--- src/rtl/core_pkg.sv ---
// Shared types and instruction-field layout for the multi-cycle core.
// Imported by the ALU and by the mc_core top.
package core_pkg;

  typedef enum logic [2:0] {
    OP_ADD = 3'b000,
    OP_SUB = 3'b001,
    OP_AND = 3'b010,
    OP_XOR = 3'b011,
    OP_LI  = 3'b100,
    OP_LD  = 3'b101,
    OP_ST  = 3'b110,
    OP_SYS = 3'b111
  } op_e;

  typedef enum logic [2:0] {
    ST_IDLE   = 3'd0,
    ST_FETCH  = 3'd1,
    ST_DECODE = 3'd2,
    ST_EXEC   = 3'd3,
    ST_MEM    = 3'd4,
    ST_HALT   = 3'd5
  } state_e;

  localparam int OP_MSB   = 8;
  localparam int OP_LSB   = 6;
  localparam int RA_MSB   = 5;
  localparam int RA_LSB   = 4;
  localparam int RB_MSB   = 3;
  localparam int RB_LSB   = 2;
  localparam int IMM_MSB  = 3;
  localparam int IMM_LSB  = 0;
  localparam int OFF_MSB  = 4;
  localparam int HALT_BIT = 5;

endpackage

--- src/rtl/core_alu.sv ---
// Combinational ALU: ADD/SUB/AND/XOR with carry and zero.
// SUB carry reports "no borrow", i.e. a >= b.
module core_alu
  import core_pkg::*;
#(
  parameter int DW = 8
) (
  input  op_e           op,
  input  logic [DW-1:0] a,
  input  logic [DW-1:0] b,
  output logic [DW-1:0] result,
  output logic          carry,
  output logic          zero
);

  logic [DW:0] sum_s;
  logic [DW:0] diff_s;

  // Result and carry selection per opcode
  always_comb begin
    sum_s  = {1'b0, a} + {1'b0, b};
    diff_s = {1'b0, a} - {1'b0, b};
    result = {DW{1'b0}};
    carry  = 1'b0;
    case (op)
      OP_ADD: begin
        result = sum_s[DW-1:0];
        carry  = sum_s[DW];
      end
      OP_SUB: begin
        result = diff_s[DW-1:0];
        carry  = ~diff_s[DW];
      end
      OP_AND: result = a & b;
      OP_XOR: result = a ^ b;
      default: begin
        result = {DW{1'b0}};
        carry  = 1'b0;
      end
    endcase
  end

  assign zero = (result == {DW{1'b0}});

endmodule

--- src/rtl/mc_core.sv ---
// Multi-cycle core: FETCH/DECODE/EXEC/MEM state machine with synchronous
// instruction ROM and a req/ack data memory port.
module mc_core
  import core_pkg::*;
#(
  parameter int DW  = 8,
  parameter int PCW = 12,
  parameter int IW  = 9
) (
  input  logic           clk,
  input  logic           reset,
  input  logic           start,
  output logic [PCW-1:0] imem_addr,
  input  logic [IW-1:0]  imem_data,
  output logic           dmem_req,
  output logic           dmem_we,
  output logic [DW-1:0]  dmem_addr,
  output logic [DW-1:0]  dmem_wdata,
  input  logic [DW-1:0]  dmem_rdata,
  input  logic           dmem_ack,
  output logic           zero_flag,
  output logic           carry_flag,
  output logic           done
);

  state_e               state_r;
  logic [PCW-1:0]       pc_r;
  logic [IW-1:0]        ir_r;
  logic [3:0][DW-1:0]   regs_r;
  logic [DW-1:0]        a_r;
  logic [DW-1:0]        b_r;
  logic                 zero_r;
  logic                 carry_r;
  logic                 done_r;
  logic                 req_r;
  logic                 we_r;
  logic [DW-1:0]        daddr_r;
  logic [DW-1:0]        dwdata_r;

  op_e                  op_s;
  logic [1:0]           ra_s;
  logic [DW-1:0]        imm_s;
  logic [PCW-1:0]       off_s;
  logic [PCW-1:0]       pc_inc_s;
  logic [PCW-1:0]       pc_br_s;
  logic [DW-1:0]        alu_res_s;
  logic                 alu_carry_s;
  logic                 alu_zero_s;

  assign op_s     = op_e'(ir_r[OP_MSB:OP_LSB]);
  assign ra_s     = ir_r[RA_MSB:RA_LSB];
  assign imm_s    = {{(DW-4){1'b0}}, ir_r[IMM_MSB:IMM_LSB]};
  assign off_s    = {{(PCW-OFF_MSB-1){ir_r[OFF_MSB]}}, ir_r[OFF_MSB:0]};
  // Both adds wrap naturally at PCW bits
  assign pc_inc_s = pc_r + {{(PCW-1){1'b0}}, 1'b1};
  assign pc_br_s  = pc_r + off_s;

  core_alu #(.DW(DW)) u_alu (
    .op     (op_s),
    .a      (a_r),
    .b      (b_r),
    .result (alu_res_s),
    .carry  (alu_carry_s),
    .zero   (alu_zero_s)
  );

  // Control FSM, PC, register file, flags and memory-port registers
  always_ff @(posedge clk or negedge reset) begin
    if (!reset) begin
      state_r  <= ST_IDLE;
      pc_r     <= {PCW{1'b0}};
      ir_r     <= {IW{1'b0}};
      regs_r   <= {(4*DW){1'b0}};
      a_r      <= {DW{1'b0}};
      b_r      <= {DW{1'b0}};
      zero_r   <= 1'b0;
      carry_r  <= 1'b0;
      done_r   <= 1'b0;
      req_r    <= 1'b0;
      we_r     <= 1'b0;
      daddr_r  <= {DW{1'b0}};
      dwdata_r <= {DW{1'b0}};
    end else begin
      case (state_r)
        ST_IDLE: begin
          if (start) begin
            pc_r    <= {PCW{1'b0}};
            state_r <= ST_FETCH;
          end else begin
            state_r <= ST_IDLE;
          end
        end
        ST_FETCH: state_r <= ST_DECODE;
        ST_DECODE: begin
          ir_r    <= imem_data;
          a_r     <= regs_r[imem_data[RA_MSB:RA_LSB]];
          b_r     <= regs_r[imem_data[RB_MSB:RB_LSB]];
          state_r <= ST_EXEC;
        end
        ST_EXEC: begin
          case (op_s)
            OP_ADD, OP_SUB, OP_AND, OP_XOR: begin
              regs_r[ra_s] <= alu_res_s;
              zero_r       <= alu_zero_s;
              if ((op_s == OP_ADD) || (op_s == OP_SUB)) begin
                carry_r <= alu_carry_s;
              end else begin
                carry_r <= carry_r;
              end
              pc_r    <= pc_inc_s;
              state_r <= ST_FETCH;
            end
            OP_LI: begin
              regs_r[ra_s] <= imm_s;
              pc_r         <= pc_inc_s;
              state_r      <= ST_FETCH;
            end
            OP_LD, OP_ST: begin
              req_r    <= 1'b1;
              we_r     <= (op_s == OP_ST);
              daddr_r  <= b_r;
              dwdata_r <= a_r;
              state_r  <= ST_MEM;
            end
            OP_SYS: begin
              if (ir_r[HALT_BIT]) begin
                done_r  <= 1'b1;
                state_r <= ST_HALT;
              end else begin
                pc_r    <= zero_r ? pc_br_s : pc_inc_s;
                state_r <= ST_FETCH;
              end
            end
            default: state_r <= ST_FETCH;
          endcase
        end
        ST_MEM: begin
          if (dmem_ack) begin
            if (!we_r) begin
              regs_r[ra_s] <= dmem_rdata;
              zero_r       <= (dmem_rdata == {DW{1'b0}});
            end else begin
              zero_r       <= zero_r;
            end
            req_r   <= 1'b0;
            we_r    <= 1'b0;
            pc_r    <= pc_inc_s;
            state_r <= ST_FETCH;
          end else begin
            state_r <= ST_MEM;
          end
        end
        ST_HALT: begin
          done_r  <= 1'b1;
          state_r <= ST_HALT;
        end
        default: state_r <= ST_IDLE;
      endcase
    end
  end

  assign imem_addr  = pc_r;
  assign dmem_req   = req_r;
  assign dmem_we    = we_r;
  assign dmem_addr  = daddr_r;
  assign dmem_wdata = dwdata_r;
  assign zero_flag  = zero_r;
  assign carry_flag = carry_r;
  assign done       = done_r;

endmodule
--- config.mk ---
export PLATFORM = sky130hd
export DESIGN_NAME = mc_core
export DESIGN_NICKNAME = d
export VERILOG_FILES = /design/src/rtl/core_pkg.sv /design/src/rtl/core_alu.sv /design/src/rtl/mc_core.sv
export SDC_FILE = /design/constraint.sdc
export NUM_CORES = 1
export LEC_CHECK = 0
export BUFFER_PORTS_ARGS = -buffer_cell sky130_fd_sc_hd__buf_2
export CAP_MARGIN = 20
export CORE_MARGIN = 2
export CORE_UTILIZATION = 60
export DETAILED_ROUTE_END_ITERATION = 10
export PLACE_DENSITY = 0.87
export SYNTH_ARGS = -nofsm -noshare
export SYNTH_HDL_FRONTEND = slang
export SYNTH_SLANG_ARGS = --single-unit
--- constraint.sdc ---
create_clock -name clk -period 6.2 [get_ports clk]
set_input_delay 0.31 -clock clk [delete_from_list [all_inputs] [get_ports clk]]
set_output_delay 0.31 -clock clk [all_outputs]
set_load 0.02 [all_outputs]
---- After elaboration in Yosys (flattened, before gate mapping) ----
Index checks and enable logic that the tools add are counted.
storage, ports and cells
  flip-flop bits (word level) ............. 93
  input port bits ......................... 21
  output and inout bits ................... 33
  word-level logic and storage cells ...... 106
operators by class
  add/sub/neg operators ................... 4
  $lt $le $gt $ge ......................... 4
  equality and inequality tests ........... 22
  mux-type cells .......................... 38
  bitwise logic cells ..................... 3
  reductions and logical operators ........ 19
operators with widths
  cell                                                                  count
  32-bit one-hot mux with 2 select lines                                2
  32-bit bitwise mux                                                    3
  32-bit 2-to-1 mux                                                     2
  12-bit 2-to-1 mux                                                     4
  12-bit one-hot mux with 3 select lines                                1
  8-bit binary-select mux with 2-bit select                             2
  8-bit one-hot mux with 4 select lines                                 1
  8-bit 2-to-1 mux                                                      3
  12-bit one-hot mux with 2 select lines                                1
  3-bit == test, second input constant                                  6
  3-bit one-hot mux with 6 select lines                                 1
  8-bit demux with 2-bit select                                         1
  8-bit zero test                                                       2
  12-bit by 1-bit adder with 12-bit output, second input constant       1
  12-bit adder                                                          1
  3-bit by 2-bit == test with 1-bit output, second input constant       4
  2-bit inequality test, second input constant                          5
  1-bit one-hot mux with 2 select lines                                 5
  8-bit by 8-bit adder with 9-bit output                                1
  2-bit by 3-bit < comparator with 1-bit output, second input constant  3
  1-bit 2-to-1 mux                                                      9
  3-bit one-hot mux with 3 select lines                                 1
  3-bit AND reduction                                                   3
  8-bit by 8-bit subtractor with 9-bit output                           1
  other kinds (20)                                                      27

---- Depth between registers and ports, before layout ----
  word-level depth ........................ 8
  depth in mapped cells ................... 10
  mapped depth without buffers ............ 10

---- Hierarchy ----
From an unflattened synthesis, not the netlist that was laid out.
unflattened totals
  cell total of the unflattened synthesis .. 626
  area total of the unflattened synthesis .. 6,214.7 um^2
by module, submodules not included
  module    times used  cells an instance  area an instance (um^2)  seq. area each (um^2)
  mc_core   1           478                5,173.7                  2,327.2
  core_alu  1           148                1,041.0                  0.0

---- Worst setup path after synthesis ----
No wires, ideal clock.
  kind .................................... flip-flop to flip-flop
  start point ............................. reg b_r[0]
  end point ............................... reg regs_r[6] (netlist bit)
  setup time .............................. 125 ps
  data arrival time ....................... 2,494 ps
  data required time ...................... 6,075 ps
  path slack .............................. 3,581 ps
  cell stages (with the launch flop) ...... 11
  path buffers ............................ 0
  clock period less this slack ............ 2,619 ps
  cells stage by stage .................... dfrtp_1 -> ha_1 -> inv_1 -> fa_1 -> o21bai_4 -> a21oi_2 -> o31ai_4 -> xnor2_1 -> a221o_1 -> mux2_4 -> mux2_2
on the way
  longest elaborated chain between the ends .. 5
  elaborated cells on any way between the ends .. 6
  those cells by class .................... 2 x add/sub; 4 x mux
ends and longest elaborated chain
  what                                                                                                   RTL line                        RTL
  start: declaration                                                                                     mc_core.sv:31                   logic [DW-1:0] b_r;
  start signal: assignment                                                                               mc_core.sv:75                   b_r <= {DW{1'b0}};
  start signal: assignment                                                                               mc_core.sv:97                   b_r <= regs_r[imem_data[RB_MSB:RB_LSB]];
  8-bit by 8-bit subtractor with 9-bit output or 8-bit by 8-bit adder with 9-bit output (tied branches)  core_alu.sv:22, core_alu.sv:21
  8-bit one-hot mux with 4 select lines *                                                                core_alu.sv:25                  case (op)
  32-bit bitwise mux *                                                                                   mc_core.sv:103                  regs_r[ra_s] <= alu_res_s;
  32-bit one-hot mux with 2 select lines *                                                               mc_core.sv:101                  case (op_s)
  32-bit one-hot mux with 2 select lines *                                                               mc_core.sv:84                   case (state_r)
  end signal: assignment                                                                                 mc_core.sv:73                   regs_r <= {(4*DW){1'b0}};
  end signal: indexed assignment                                                                         mc_core.sv:103
  end signal: indexed assignment                                                                         mc_core.sv:114                  regs_r[ra_s] <= imm_s;
  end: declaration                                                                                       mc_core.sv:29                   logic [3:0][DW-1:0] regs_r;
Mark *: on every way between the ends. The rest lies on a longest branch, timed or not.
A chain may end at the register's enable or synchronous reset.

---- Final worst setup path ----
  start point ............................. reg ir_r[7]
  end point ............................... reg pc_r[11], in the netlist imem_addr[11]
on the way
  longest elaborated chain between the ends .. 4
  elaborated cells on any way between the ends .. 12
  those cells by class .................... 7 x eq/ne; 2 x mux; 3 x reduce/logical
ends and longest elaborated chain
  what                                                                             RTL line        RTL
  start: declaration                                                               mc_core.sv:28   logic [IW-1:0] ir_r;
  start signal: assignment                                                         mc_core.sv:72   ir_r <= {IW{1'b0}};
  start signal: assignment                                                         mc_core.sv:95   ir_r <= imem_data;
  3-bit by 1-bit == test with 1-bit output (tied with other cells)                 mc_core.sv:101
  5-bit OR reduction (no source line)                                              n/a
  12-bit one-hot mux with 2 select lines or 3-bit inequality test (tied branches)  n/a
  12-bit one-hot mux with 3 select lines or 5-bit AND reduction (tied branches)    n/a
  end signal: assignment                                                           mc_core.sv:87   pc_r <= {PCW{1'b0}};
  end signal: assignment                                                           mc_core.sv:110  pc_r <= pc_inc_s;
  end signal: assignment                                                           mc_core.sv:115  pc_r <= pc_inc_s;
  end: declaration                                                                 mc_core.sv:27   logic [PCW-1:0] pc_r;
Parallel ways exist; a longest one is shown, timed or not.

==> results.md <==
* Maximum vdd drop at roughly 310 uV
* Share of cells above drive strength 1 at 26.3%
* Register area share after synthesis at 38.6%
* # fillers at 753
* Placed Area at 6320 um^2
* Pre-Repair DR Iteration Count at 5
* CTS tree: built
* CTS-repair resized insts at 0
* Mapped cell area at just over 6000 um^2
* DRT iter0 DRCs at approximately 420
* Rel. slew slack at 31.6%
* HP Class: primary input to register
* Final hold vios at 0
* WHS at 167 ps
* Util after Layout at 66.6%
* TritonCTS Buffers at 9
* Placed wire-length estimate at 10.5 mm
* Yosys warns at 0
* Max_cap viols at 0
* Buffers and inverters on the worst path at 1
* Post CTS Setup Buffer Count at 0
* Die ar. at 10,900 um^2
* Num rows at 36
* Max-slew violations at 0
* WL per Instance at a little under 20 um
* Layout Area Growth over Synthesis at 7.96%
* IO Pins at 54
* CP Class: register to register
* Port buffer count at 53
* CTS clk-pin slew, worst paths at about 100 ps
* Fin crit period at roughly 3000 ps
* Final setup viols at 0
* Fin area at 6510 um^2
* Routed wire length at 14.8 mm
* Via density at around 6.4
* N_diodes at 0
* Final net count at 675
* Synthesized net count at 638
* TNS Setup at 0 ps
* CP delay by family, top: flip-flops
* Root buffer cell: clkbuf_8
* Distinct cell type count after synthesis at slightly below 80
* Core Area at ~9800 um^2
* Synth area leaders: dfrtp_1 (39%), mux2_2 (10%), ha_1 (6.0%)
* Initial antenna violation count at 0
* Starting density of the core at 61.7%
* Power Density at 538 nW/um^2
* Synthesized instance count at 585
* Status: completed
* Total clock sinks at 93
* Startpoint Class: register
* CP Capture Type: register
* Yosys top cell area share at 38.6%
* Clk_lat worst skew at 370 ps
* Vias in the first global route at 4,761
* Main synth FF type: dfrtp_1
* Crit-path cells: xor2_1, nand3_1, o221ai_1, buf_4, nor2_1, mux2_2, a21o_1
* RSZ-0062 raised after global routing: no
* Most frequent cells in the layout: dfrtp_1 (93), o21ai_0 (54), mux2_2 (54), buf_2 (52), nand2_1 (49)
* Hold_buf cts at 1
* Clock Skew at ~18 ps
* Routability cong. at 0.923
* Max clock buf depth at 2
* Slowest stage delay, CP at 840 ps
* Die Ht at 104 um
* Slew @ Worst Pin at 1020 ps
* DR DRC count at 0
* Post-synth EDFFs at 0
* Fmax achieved at 330 MHz
* Fin crit share at between 40% and 50%
* H-tree Lvls at 3
* Register bit count reported by yosys at 93
* Critical Path AT at about 3300 ps
* Die width at 104 um
* Leak at 2.99 nW
* Crit-path slowest cell: dfrtp_1
* GRT overflow at 0
* Pin count of the biggest net entering global routing at 57
* Worst path required time at around 6500 ps
* Async SR Flop Fraction at 100%
* Post-Syn Area per Cell at 10.3 um^2
* Worst Path Max Fanout at 30
* GR Util All Layers at 28.0%
* Commonest non-fill, non-tap cell in the layout: dfrtp_1
* First-pass GRT wire length at 24.4 mm
* Area leader, netlist: dfrtp_1
* Final ANT Viol Nets at 0
* Vias at 4,848
cell families (layout without fill, tap and decap cells):
kind of cell / count (synthesis) / after routing / synth area share [%]
adders and majority gates: 32 / 32 / 7.01
xor gates and xnor gates: 20 / 20 / 2.90
AOI/OAI and AO/OA: 156 / 156 / 17.3
buffers and inverters: 53 / 95 / 4.27
DFF: 93 / 93 / 38.6
muxes: 79 / 79 / 17.7
and+or+nand+nor: 152 / 152 / 12.3
metrics by stage:
| stage | std cells | total power [mW] | setup WS (ps) |
|---|---|---|---|
| after floorplan | 585 | 2.57 | 3580 |
| after global placement | 743 | 2.94 | 3350 |
| after detailed placement | 743 | 3.05 | 3210 |
| after CTS | 760 | 3.47 | 3180 |
| after global routing | 760 | 3.74 | 2830 |
| final | 760 | 3.50 | 3170 |
area by class of cell:
| class | instances | area (um^2) | share of cell area, % |
|---|---|---|---|
| clock buffers | 9 | 124 | 1.90 |
| well taps | 133 | 166 | 2.55 |
| inverters | 22 | 82.6 | 1.27 |
| multi-input cells | 439 | 3450 | 53.0 |
| clock inverters | 7 | 62.6 | 0.960 |
| repair buffers | 57 | 300 | 4.61 |
| flip-flops and latches | 93 | 2330 | 35.7 |
Yosys cell counts (7+ instances only):
master and count:
mux2_2 54, nand2b_1 8, buf_2 7, dfrtp_1 93
a21o_1 8, nand3_1 11, mux4_2 16, xor2_1 7
a21oi_1 25, ha_1 29, o21ai_0 54, nor2_1 43
xnor2_1 13, a31oi_1 9, inv_1 21, nand2_1 49
clkbuf_1 15
flip-flops by register name (all words and copies together) (netlist names):
register and count:
dmem_wdata 8, dmem_req 1, ir_r 9, dmem_addr 8
state_r 3, b_r 8, regs_r 32, dmem_we 1
done 1, zero_flag 1, a_r 8, imem_addr 12
carry_flag 1
worst paths after layout:
| kind | cells after the start | slack (ps) | startpoint | to |
|---|---|---|---|---|
| min | 3 | 170 | imem_data[1] | ir_r[1]$_DFFE_PN0N_ |
| min in group asynchronous | 2 | 440 | reset | b_r[4]$_DFFE_PN0N_ |
| max in group asynchronous | 3 | 4650 | reset | regs_r[16]$_DFFE_PN0P_ |
| max | 7 | 3170 | ir_r[7]$_DFFE_PN0N_ | imem_addr[11]$_DFFE_PN0P_ |
| min reg2reg | 1 | 470 | done$_DFFE_PN0P_ | done$_DFFE_PN0P_ |
| max reg2reg | 7 | 3170 | ir_r[7]$_DFFE_PN0N_ | imem_addr[11]$_DFFE_PN0P_ |
worst register-to-register path: stages, from the launching register on:
cell      delay, ps
dfrtp_1         840
xor2_1          240
nand3_1         740
o221ai_1        310
buf_4           290
nor2_1           80
mux2_2          260
a21o_1          170
power by group:
group	internal [mW]	total (mW)	leakage, nW	switching [mW]
clock	0.155	0.396	0.0931	0.241
sequential	0.847	1.16	1.21	0.313
combinational	0.852	1.95	1.68	1.09
total	1.85	3.50	2.99	1.65
metal layers:
layer	share of wire, %	track usage (%)
met2	48	44.5
met1	43	39.3
met3	7.1	5.14
met5	0	0
met4	1.7	8.30
No activity file was read; power rests on OpenSTA's default activity.
